File: src/rtl/regfile_access_ctrl.sv
`timescale 1ns/1ps
`default_nettype none
// ============================================================================
// regfile_access_ctrl: reads two operands, issues them to the ALU, writes back.
// Revision 1.0
// ============================================================================
module regfile_access_ctrl #(
  parameter int DATA_W  = 32,
  parameter int ADDR_W  = 4,
  parameter int TIMEOUT = 16
) (
  input  logic              clk,
  input  logic              clr,
  input  logic              req_valid,
  output logic              req_ready,
  input  logic [ADDR_W-1:0] req_ra,
  input  logic [ADDR_W-1:0] req_rb,
  input  logic [ADDR_W-1:0] req_rc,
  input  logic              req_wb,
  output logic              op_valid,
  input  logic              op_ready,
  output logic [DATA_W-1:0] op_a,
  output logic [DATA_W-1:0] op_b,
  input  logic              res_valid,
  input  logic [DATA_W-1:0] res_data,
  output logic              rf_en,
  output logic              rf_rd,
  output logic              rf_wr,
  output logic [ADDR_W-1:0] rf_sel_o1,
  output logic [ADDR_W-1:0] rf_sel_o2,
  output logic [ADDR_W-1:0] rf_sel_i1,
  output logic [DATA_W-1:0] rf_ip1,
  input  logic [DATA_W-1:0] rf_op1,
  input  logic [DATA_W-1:0] rf_op2,
  output logic              busy,
  output logic              timeout_err
);

  localparam int               TMR_W    = (TIMEOUT > 1) ? $clog2(TIMEOUT) : 1;
  localparam logic [TMR_W-1:0] TMR_LAST = TMR_W'(TIMEOUT - 1);

  typedef enum logic [2:0] {
    S_IDLE  = 3'd0,
    S_READ  = 3'd1,
    S_LATCH = 3'd2,
    S_ISSUE = 3'd3,
    S_EXEC  = 3'd4,
    S_WB    = 3'd5
  } state_t;

  state_t             state;
  state_t             state_nxt;
  logic [ADDR_W-1:0]  ra_q;
  logic               wb_q;
  logic [TMR_W-1:0]   timer;
  logic               accept;
  logic               expired;

  // req_ready is itself a registered output, so accept is glitch-free.
  assign accept = req_valid & req_ready;

  always_ff @(posedge clk or negedge clr) begin
    if (!clr) begin
      state <= S_IDLE;
    end else begin
      state <= state_nxt;
    end
  end

  always_comb begin
    state_nxt = state;
    expired   = 1'b0;
    case (state)
      S_IDLE:  if (accept) state_nxt = S_READ;
      S_READ:  state_nxt = S_LATCH;
      S_LATCH: state_nxt = S_ISSUE;
      S_ISSUE: begin
        if (op_ready) state_nxt = wb_q ? S_EXEC : S_IDLE;
      end
      S_EXEC: begin
        if (res_valid) begin
          state_nxt = S_WB;
        end else if (timer == TMR_LAST) begin
          state_nxt = S_IDLE;
          expired   = 1'b1;
        end
      end
      S_WB:    state_nxt = accept ? S_READ : S_IDLE;
      default: state_nxt = S_IDLE;
    endcase
  end

  always_ff @(posedge clk or negedge clr) begin
    if (!clr) begin
      ra_q <= '0;
      wb_q <= 1'b0;
    end else if (accept) begin
      ra_q <= req_ra;
      wb_q <= req_wb;
    end
  end

  // Cleared on every pass through a non-EXEC state, so each EXEC starts at 0.
  always_ff @(posedge clk or negedge clr) begin
    if (!clr) begin
      timer <= '0;
    end else begin
      timer <= (state == S_EXEC) ? timer + TMR_W'(1) : '0;
    end
  end

  // Strobes are registered from the next state so they line up with it.
  always_ff @(posedge clk or negedge clr) begin
    if (!clr) begin
      req_ready <= 1'b1;
      busy      <= 1'b0;
      op_valid  <= 1'b0;
      rf_rd     <= 1'b0;
      rf_wr     <= 1'b0;
      rf_en     <= 1'b0;
    end else begin
      req_ready <= (state_nxt == S_IDLE) || (state_nxt == S_WB);
      busy      <= (state_nxt != S_IDLE);
      op_valid  <= (state_nxt == S_ISSUE);
      rf_rd     <= (state_nxt == S_READ);
      rf_wr     <= (state_nxt == S_WB);
      rf_en     <= (state_nxt == S_READ) || (state_nxt == S_WB);
    end
  end

  always_ff @(posedge clk or negedge clr) begin
    if (!clr) begin
      rf_sel_o1 <= '0;
      rf_sel_o2 <= '0;
    end else if (accept) begin
      rf_sel_o1 <= req_rb;
      rf_sel_o2 <= req_rc;
    end
  end

  // The regfile registers its read data, so it is valid during LATCH.
  always_ff @(posedge clk or negedge clr) begin
    if (!clr) begin
      op_a <= '0;
      op_b <= '0;
    end else if (state == S_LATCH) begin
      op_a <= rf_op1;
      op_b <= rf_op2;
    end
  end

  always_ff @(posedge clk or negedge clr) begin
    if (!clr) begin
      rf_sel_i1 <= '0;
      rf_ip1    <= '0;
    end else if ((state == S_EXEC) && res_valid) begin
      rf_sel_i1 <= ra_q;
      rf_ip1    <= res_data;
    end
  end

  always_ff @(posedge clk or negedge clr) begin
    if (!clr) begin
      timeout_err <= 1'b0;
    end else if (accept) begin
      timeout_err <= 1'b0;
    end else if (expired) begin
      timeout_err <= 1'b1;
    end
  end

endmodule
`default_nettype wire

File: config.mk
export PLATFORM = sky130hd
export DESIGN_NAME = regfile_access_ctrl
export DESIGN_NICKNAME = d
export VERILOG_FILES = /design/src/rtl/regfile_access_ctrl.sv
export SDC_FILE = /design/constraint.sdc
export NUM_CORES = 1
export LEC_CHECK = 0
export CAP_MARGIN = 20
export CORE_MARGIN = 3
export CORE_UTILIZATION = 50
export CTS_CLUSTER_SIZE = 8
export DETAILED_ROUTE_END_ITERATION = 8
export DONT_BUFFER_PORTS = 1
export PLACE_DENSITY = 0.67
export SETUP_SLACK_MARGIN = 0.1
export SYNTH_ARGS = -nofsm -noshare
export SYNTH_HDL_FRONTEND = slang
export SYNTH_SLANG_ARGS = --single-unit
export TNS_END_PERCENT = 5
File: constraint.sdc
create_clock -name clk -period 1.4 [get_ports clk]
set_input_delay 0.28 -clock clk [delete_from_list [all_inputs] [get_ports clk]]
set_output_delay 0.28 -clock clk [all_outputs]
set_load 0.02 [all_outputs]
==> results of run 1 <==
synth_stat cells (all sizes together) (2+ instances only):
library cell / n
or2: 2
xor2: 2
mux2: 114
nand2b: 3
nand3: 3
buf: 12
nor2: 6
a21oi: 4
dfrtp: 126
and2: 2
nand2: 3
cell families after synthesis:
group | count (synthesis)
simple gates | 23
compound gates | 9
fa+ha+maj | 1
flops | 127
buf+inv | 14
xor+xnor | 3
mux | 114
through the flow:
step | setup TNS (ns) | util | setup slack, ns
after floorplan | -6.912 | - | -0.08249
after global placement | -2.379 | 0.5487 | -0.03770
after detailed placement | -4.783 | 0.5487 | -0.07315
==> summary.txt, run 1 <==
Placement
  – Cells after DPL: roughly 430
  – PortBufs: 0
  – Final HPWL DP: roughly 7000 um
  – GP Congestion: 0.7373
  – DP Area: between 5000 and 6000 um2

Floorplan
  – Io pins: around 230
  – Die width: around 100 um
  – Die height: between 100 and 150 um
  – Std cell rows: 35
  – Initial Util: 0.5193

Synthesis
  – Post-synthesis mux area share: 0.2663
  – Compound-cell area share of the yosys netlist: 0.01194
  – Top cells by area, synth: dfrtp_1 (65%), mux2_2 (20%), mux2_1 (6.5%)
  – Synthesized cell area: just under 5000 um2
  – Post-synth top area share: 0.6540
  – Syn nets: slightly above 400
  – Mean Syn Cell Area: around 17 um2
  – Post-Synth XOR/XNOR Area: 0.005450
  – Async S/R FF share, synth: 1.000
  – Post-synthesis register bit count: roughly 130
  – Mapped Cells: around 290
  – Seq/Total Area, Yosys: 0.6595
  – Post-synth EDFFs: 0
  – Warnings, synthesis: 0
  – Simple-gate share of the synthesized area: 0.03011
  – Netlist cell types: 31
  – Post-Synth Adder-Cell Area: 0.002595
  – Synth area leader: dfrtp_1
  – Combinational family with the most area after synthesis: multiplexers
  – Most used DFF post-synth: dfrtp_1

CTS
  – Post-CTS setup buffers: 0
  – TritonCTS buffer count: 17
  – Num Clock Sinks: ~130
  – Cts hold-fix bufs: 101
  – Cts repair resizes: 6
  – Root Buffer: clkbuf_8
  – H-tree levels: 4
  – Clk buf depth: 2

Status
  – Outcome: stopped before the end
  – First error: [ERROR RSZ-0060] Max buffer count reached.
  – Last step reached: clock tree synthesis (4_1_cts)
==> run 2: changes to the inputs <==
Settings changed: CORE_UTILIZATION 50 to 35, CTS_CLUSTER_SIZE 8 to default, PLACE_DENSITY 0.67 to default, PLACE_DENSITY_LB_ADDON from default to 0.15, SETUP_SLACK_MARGIN 0.1 to default.
Clock period 1.4 ns to 1.8 ns, I/O delays scaled along.
==> run 2 against run 1 <==
The flow now finishes, with violations (hold timing). Area after synthesis did not move. Synthesized cell count unchanged.
==> summary.txt, run 2 <==
Synthesis
  – Async S/R FF share, synth: 1.000 (unchanged)
  – Post-synthesis register bit count: 127 (unchanged)
  – Synth area leader: dfrtp_1 (unchanged)
  – Warnings, synthesis: 0 (unchanged)
  – Netlist cell types: 31 (unchanged)
  – Top cells by area, synth: dfrtp_1 (65%), mux2_2 (20%), mux2_1 (6.5%) (unchanged)
  – Top-count cell post-synth: dfrtp_1 (unchanged)
  – Seq/Total Area, Yosys: 0.6595 (unchanged)
  – Post-synth EDFFs: 0 (unchanged)
  – Post-synth top cells: dfrtp_1 (126), mux2_2 (86), mux2_1 (28) (unchanged)
  – Mapped Cells: 291 (unchanged)
  – Synthesized cell area: 4821 um2 (unchanged)
  – Mean Syn Cell Area: 16.57 um2 (unchanged)
  – Most used DFF post-synth: dfrtp_1 (unchanged)
  – Post-synth top area share: 0.6540 (unchanged)
  – Syn nets: 406 (unchanged)

Worst hold path
  – Worst Hold Class: primary input to async pin

Final layout
  – Most frequent cells in the layout: dfrtp_1 (126), mux2_2 (86), mux2_1 (28), clkbuf_16 (17)
  – Largest regs: op_a (32), op_b (32), rf_ip1 (32)
  – Fill count: around 1200
  – Nets: about 420
  – Fin cells: around 490
  – Layout area overhead: 16.14%
  – Share of layout cells above drive strength 1: 0.4013
  – Most common cell after layout, fill and taps aside: dfrtp_1

Critical path
  – CP endpoint kind: flip-flop
  – Slowest Stage Delay on Critical Path: around 0.50 ns
  – Startpoint types: flip-flop
  – CP required: roughly 2.1 ns
  – Critical-path cell list: nor3b_4 > nand2_2 > inv_8 > mux2_2
  – Critical Path AT: between 1.5 and 2 ns
  – Crit path max-delay family: flip-flops
  – Bufs and invs on worst path: 1
  – Critical Path Fanout Max: 37
  – CP max-delay cell: dfrtp_1
  – Path type of the worst setup path: flip-flop to flip-flop

Route
  – DRT Pass-1 Iters: 4
  – Wire per inst: 19.61 um
  – Iter 0 DRT Violations: 81
  – Final wirelength: ~9600 um
  – ANT nets after route: 0
  – Via count: 2427
  – DRC: 0
  – Vias/cell: 4.943

CTS
  – Clk_lat worst skew: ~0.40 ns
  – TritonCTS buffer count: 17 (unchanged)
  – Num Clock Sinks: 127 (unchanged)
  – Worst-path clk slew: 0.06 ns
  – H-tree levels: 4 (unchanged)
  – Clk buf depth: 2 (unchanged)
  – CTS tree: yes
  – Root Buffer: clkbuf_16 (was clkbuf_8)

Status
  – Outcome: finished with violations (was stopped before the end)
  – Failing checks: hold timing

GRT
  – Most Crowded Layer GR: met2
  – GRT met3 Usage: 0.07182
  – Largest net degree at the start of global routing: around 130
  – Grt ovf: 0
  – Initial antenna violation count: 2
  – M1 GR Usage: 0.1332
  – Total Routing Usage GR: 0.1268
  – First-pass GRT wire length: ~14000 um
  – Vias in the first global route: roughly 2700
  – Grt met2 use: 0.2063

Job
  – MaxCap Viol Count: 0

Pwr
  – Maximum vdd ir drop: a little over 0.9 mV
  – Pleak: 2.512 nW
  – PD cells: between 2000 and 2500 nW/um2

Floorplan
  – Std cell rows: 42 (was 35)
  – Io pins: 229 (unchanged)
  – Core Footprint: around 13000 um2
  – Die width: 123.4 um (was 104.2 um)
  – Die Area: ~15000 um2
  – Initial Util: 0.3612 (was 0.5193)
  – Die height: 123.4 um (was 104.2 um)

Timing
  – Final setup vio count: 0
  – Setup TNS: 0 ns
  – Clk_skew: between 0.006 and 0.007 ns
  – Max frequency: slightly below 600 MHz
  – Pins Over Slew Limit: 0
  – Final Hold Vio Count: 127
  – Worst-Margin Slew: approximately 0.34 ns
  – Final WS setup: 0.09722 ns
  – RSZ-0062 raised after global routing: false
  – Rel. slew slack: 0.7727
  – Final hold slack: -0.3459 ns
  – Fin crit share: 0.9460
  – Period minus WS final: around 1.7 ns

Placement
  – Cells after DPL: 460 (was 426)
  – DP Worst Slack: 0.08159 ns (was -0.07315 ns)
  – Final HPWL DP: 6859 um (was 6901 um)
  – PortBufs: 0 (unchanged)
  – GP Congestion: 0.7797 (was 0.7373)
## run 2: cell counts after synthesis
No cell type changed its count.
## run 2: final cells by class
class / count / area (um2) / area share
Sequential cell: 127 / 3179 / 0.5678
Multi-Input combinational cell: 150 / 1525 / 0.2724
Clock buffer: 24 / 501.7 / 0.08961
Tap cell: 176 / 220.2 / 0.03933
Clock inverter: 6 / 105.1 / 0.01877
Timing Repair Buffer: 5 / 50.05 / 0.008939
Inverter: 2 / 15.01 / 0.002682
Antenna cell: 1 / 2.502 / 0.0004469
## run 2: per-layer routing
metal	wire, um	vias up	share of wire
li1	-	1047	-
met1	3361	1237	0.35
met2	5039	129	0.52
met3	1086	12	0.11
met4	131	2	0.014
met5	9	-	0.00093
## run 2: through the flow
stage	power, W	area, um2	hold WS [ns]	util
final	0.01263	5599	-0.3459	0.4195
after CTS	0.01285	5594	-0.3728	0.4191
after detailed placement	0.009298	4987	0.06790	0.3736
after floorplan	0.008616	4821	0.06441	-
after global placement	0.009183	4987	0.06773	0.3736
after global routing	0.01332	5599	-0.3812	0.4195
## run 2: final timing paths
kind / from / endpoint / slack [ns] / cells past startpoint
min reg2reg: timer[0] / timer[0] / 0.46 / 1
max in group asynchronous: clr / req_ready / 1.92 / 0
min in group clk: req_valid / timeout_err / 0.04 / 1
min: clr / op_b[12] / -0.35 / 0
max: state[1] / rf_ip1[4] / 0.1 / 4
max reg2reg: state[1] / rf_ip1[4] / 0.1 / 4
## run 2: logic make-up after synthesis
family          share of synthesized area
compound gates                    0.01194
xor+xnor                         0.005451
fa+ha+maj                        0.002595
buf+inv                           0.02414
flops                              0.6595
mux                                0.2663
simple gates                      0.03011
## run 2: power by group
group	switching [W]	leakage (nW)	internal [W]	total (W)
Clock	0.00114	0.302	0.00234	0.00348
Combinational	0.000866	0.642	0.00152	0.00238
Sequential	0.00255	1.57	0.00423	0.00677
Total	0.00455	2.51	0.00808	0.0126
## run 2: what timing repair did
| action | 4_1_cts | 5_1_grt |
|---|---|---|
| resized for setup | 0 | 1 |
| buffers inserted | 0 | 0 |
| endpoints found under the hold margin | 127 | 127 |
| endpoints found under the setup margin | 0 | 13 |
## run 2: worst register-to-register path, delay by kind of cell, from the launching register on
family / cells / cell delay [ns]
flops: 1 / 0.50
simple gates: 2 / 0.47
mux: 1 / 0.40
buf+inv: 1 / 0.23
(Power assumes the default switching activity.)
==> run 3: changes to the inputs <==
Settings changed: SKIP_LAST_GASP from default to 1.
==> results of run 3 <==
No change in the layout: final DEF, timing and power equal those of run 2.
==> run 4: changes to the inputs <==
Settings changed: PLACE_DENSITY_LB_ADDON 0.15 to 0.08.
Clock period 1.8 ns to 2.1 ns, I/O delays scaled along.
==> run 4 against run 3 <==
The flow still finishes with violations (hold timing). Clock-buffer cell count down 2. Cell area up 0.58%. Sequential share of layout area down 0.33 points. Critical path depth unchanged. Combinational power down 16%. Power down 13%. Largest cell class unchanged. Global-route usage up 0.21 points. Largest power group unchanged.
==> summary.txt, run 4 (synthesis results as in run 2) <==
CTS
  – TritonCTS buffer count: 17 (unchanged)
  – H-tree levels: 4 (unchanged)
  – Cts repair resizes: 0 (unchanged)
  – Post-CTS setup buffers: 0 (unchanged)
  – Root Buffer: clkbuf_16 (unchanged)
  – Num Clock Sinks: 127 (unchanged)
  – Clk_lat worst skew: 0.41 ns (was 0.40 ns)
  – CTS tree: yes (unchanged)
  – Clk buf depth: 2 (unchanged)
  – Worst-path clk slew: 0.05 ns (was 0.06 ns)

Final layout
  – Nets: 416 (was 418)
  – Largest regs: op_a (32), op_b (32), rf_ip1 (32) (unchanged)
  – Fin cells: 491 (unchanged)
  – Most common cell after layout, fill and taps aside: dfrtp_1 (unchanged)
  – Most frequent cells in the layout: dfrtp_1 (126), mux2_2 (86), mux2_1 (28), clkbuf_16 (17) (unchanged)
  – Layout area overhead: 16.82% (was 16.14%)
  – Share of layout cells above drive strength 1: 0.4013 (unchanged)
  – Layout Utilization: 0.4219 (was 0.4195)

GRT
  – First-pass GRT wire length: 14490 um (was 14350 um)
  – Total Routing Usage GR: 0.1289 (was 0.1268)
  – Vias in the first global route: 2636 (was 2650)
  – Largest net degree at the start of global routing: 128 (unchanged)
  – Grt ovf: 0 (unchanged)
  – Initial antenna violation count: 1 (was 2)

Pwr
  – Sw power: 0.003944 W (was 0.004547 W)
  – Clock power share: 0.292 (was 0.275)
  – Sequential Power Share: 0.526 (was 0.536)
  – Maximum vdd ir drop: 0.6367 mV (was 0.9149 mV)
  – Combinational share of power: 0.182 (was 0.189)
  – PD cells: 1959 nW/um2 (was 2256 nW/um2)
  – Sw frac: 0.3575 (was 0.3600)
  – Pleak: 2.511 nW (was 2.512 nW)
  – Pint: 0.007088 W (was 0.008082 W)

Critical path
  – Path type of the worst setup path: flip-flop to flip-flop (unchanged)
  – CP endpoint kind: flip-flop (unchanged)
  – Critical Path AT: 2.02 ns (was 1.98 ns)
  – CP required: 2.39 ns (was 2.08 ns)
  – R2r setup slk: 0.37 ns (was 0.1 ns)
  – Critical Path Fanout Max: 64 (was 37)
  – Startpoint types: flip-flop (unchanged)

Route
  – Via count: 2387 (was 2427)
  – Wire per inst: 20.16 um (was 19.61 um)
  – Vias/cell: 4.862 (was 4.943)
  – Iter 0 DRT Violations: 51 (was 81)
  – ANT nets after route: 0 (unchanged)
  – DRC: 0 (unchanged)
  – DRT Pass-1 Iters: 4 (unchanged)
  – Final wirelength: 9898 um (was 9628 um)

Timing
  – Final Hold Vio Count: 127 (unchanged)
  – RSZ-0062 raised after global routing: false (unchanged)
  – Worst-Margin Slew: 0.3504 ns (was 0.3410 ns)
  – Rel. slew slack: 0.7664 (was 0.7727)
  – Period minus WS final: 1.730 ns (was 1.703 ns)
  – Max frequency: 578.1 MHz (was 587.3 MHz)
  – Setup TNS: 0 ns (unchanged)
  – Final hold slack: -0.2924 ns (was -0.3459 ns)
  – Final setup vio count: 0 (unchanged)
  – Clk_skew: 0.004052 ns (was 0.006669 ns)
  – Fin crit share: 0.8238 (was 0.9460)
  – Pins Over Slew Limit: 0 (unchanged)
  – Final WS setup: 0.3701 ns (was 0.09722 ns)

Placement
  – Cells after DPL: 458 (was 460)
  – PortBufs: 0 (unchanged)
  – GP Congestion: 0.7266 (was 0.7797)
  – DP Worst Slack: 0.3500 ns (was 0.08159 ns)
  – Final HPWL DP: 6903 um (was 6859 um)

Job
  – MaxCap Viol Count: 0 (unchanged)

Floorplan
  – Initial Util: 0.3612 (unchanged)
  – Core Footprint: 13350 um2 (unchanged)
  – Die Area: 15220 um2 (unchanged)
  – Std cell rows: 42 (unchanged)
  – Die width: 123.4 um (unchanged)
  – Io pins: 229 (unchanged)
  – Die height: 123.4 um (unchanged)

Status
  – Failing checks: hold timing (unchanged)
  – Outcome: finished with violations (unchanged)

Worst hold path
  – Worst Hold Class: primary input to async pin (unchanged)
-- run 4: changes by cell type in the layout (fill, tap and decap cells not counted), sizes merged --
cell / change
clkinvlp: +3
buf: -2
bufinv: +2
clkbuf: -2
inv: -1
-- run 4: per-layer routing --
metal	GRT usage	wire length, um
met1	0.1267	3415
met2	0.2188	5146
met3	0.06953	1172
met4	0.06644	163
met5	0	0
-- run 4: area by class of cell --
type | instances | area, um2
sequential | 127 | 3179
antenna | 1 | 2.502
tap | 176 | 220.2
fill | 1240 | 7716
clock buffer | 22 | 474.2
inverter | 2 | 12.51
clock inverter | 10 | 182.7
multi-input combinational | 150 | 1525
timing repair buffer | 3 | 35.03
-- run 4: critical path, cell delays in order, from the launching register on --
cell and delay (ns):
dfrtp_1 0.53, nand2b_1 0.21, nor2_4 0.14, buf_12 0.31
mux2_2 0.39
-- run 4: final timing paths --
check | startpoint | endpoint | cells past startpoint
min in group clk | req_valid | timeout_err | 1
worst max register to register | state[1] | op_a[26] | 4
worst max-delay path | state[1] | op_a[26] | 4
worst min register to register | timer[0] | timer[0] | 1
worst min-delay path | clr | rf_ip1[25] | 0
max in group asynchronous | clr | req_ready | 0
-- run 4: power by group through the flow --
stage	Sequential [W]	Combinational (W)	Clock, W
after global placement	0.00591	0.00197	0
after detailed placement	0.00589	0.00206	0
final	0.00580	0.00201	0.00322
after floorplan	0.00553	0.00186	0
after global routing	0.00598	0.00224	0.00342
after CTS	0.00586	0.00206	0.00331
-- run 4: stage by stage --
stage          hold slack [ns]  cell area [um2]  power [W]
2_1_floorplan           0.1244             4821   0.007385
3_3_place_gp            0.1273             4972   0.007873
3_5_place_dp            0.1272             4972   0.007946
4_1_cts                -0.3212             5629    0.01124
5_1_grt                -0.3235             5632    0.01164
6_report               -0.2924             5632    0.01103
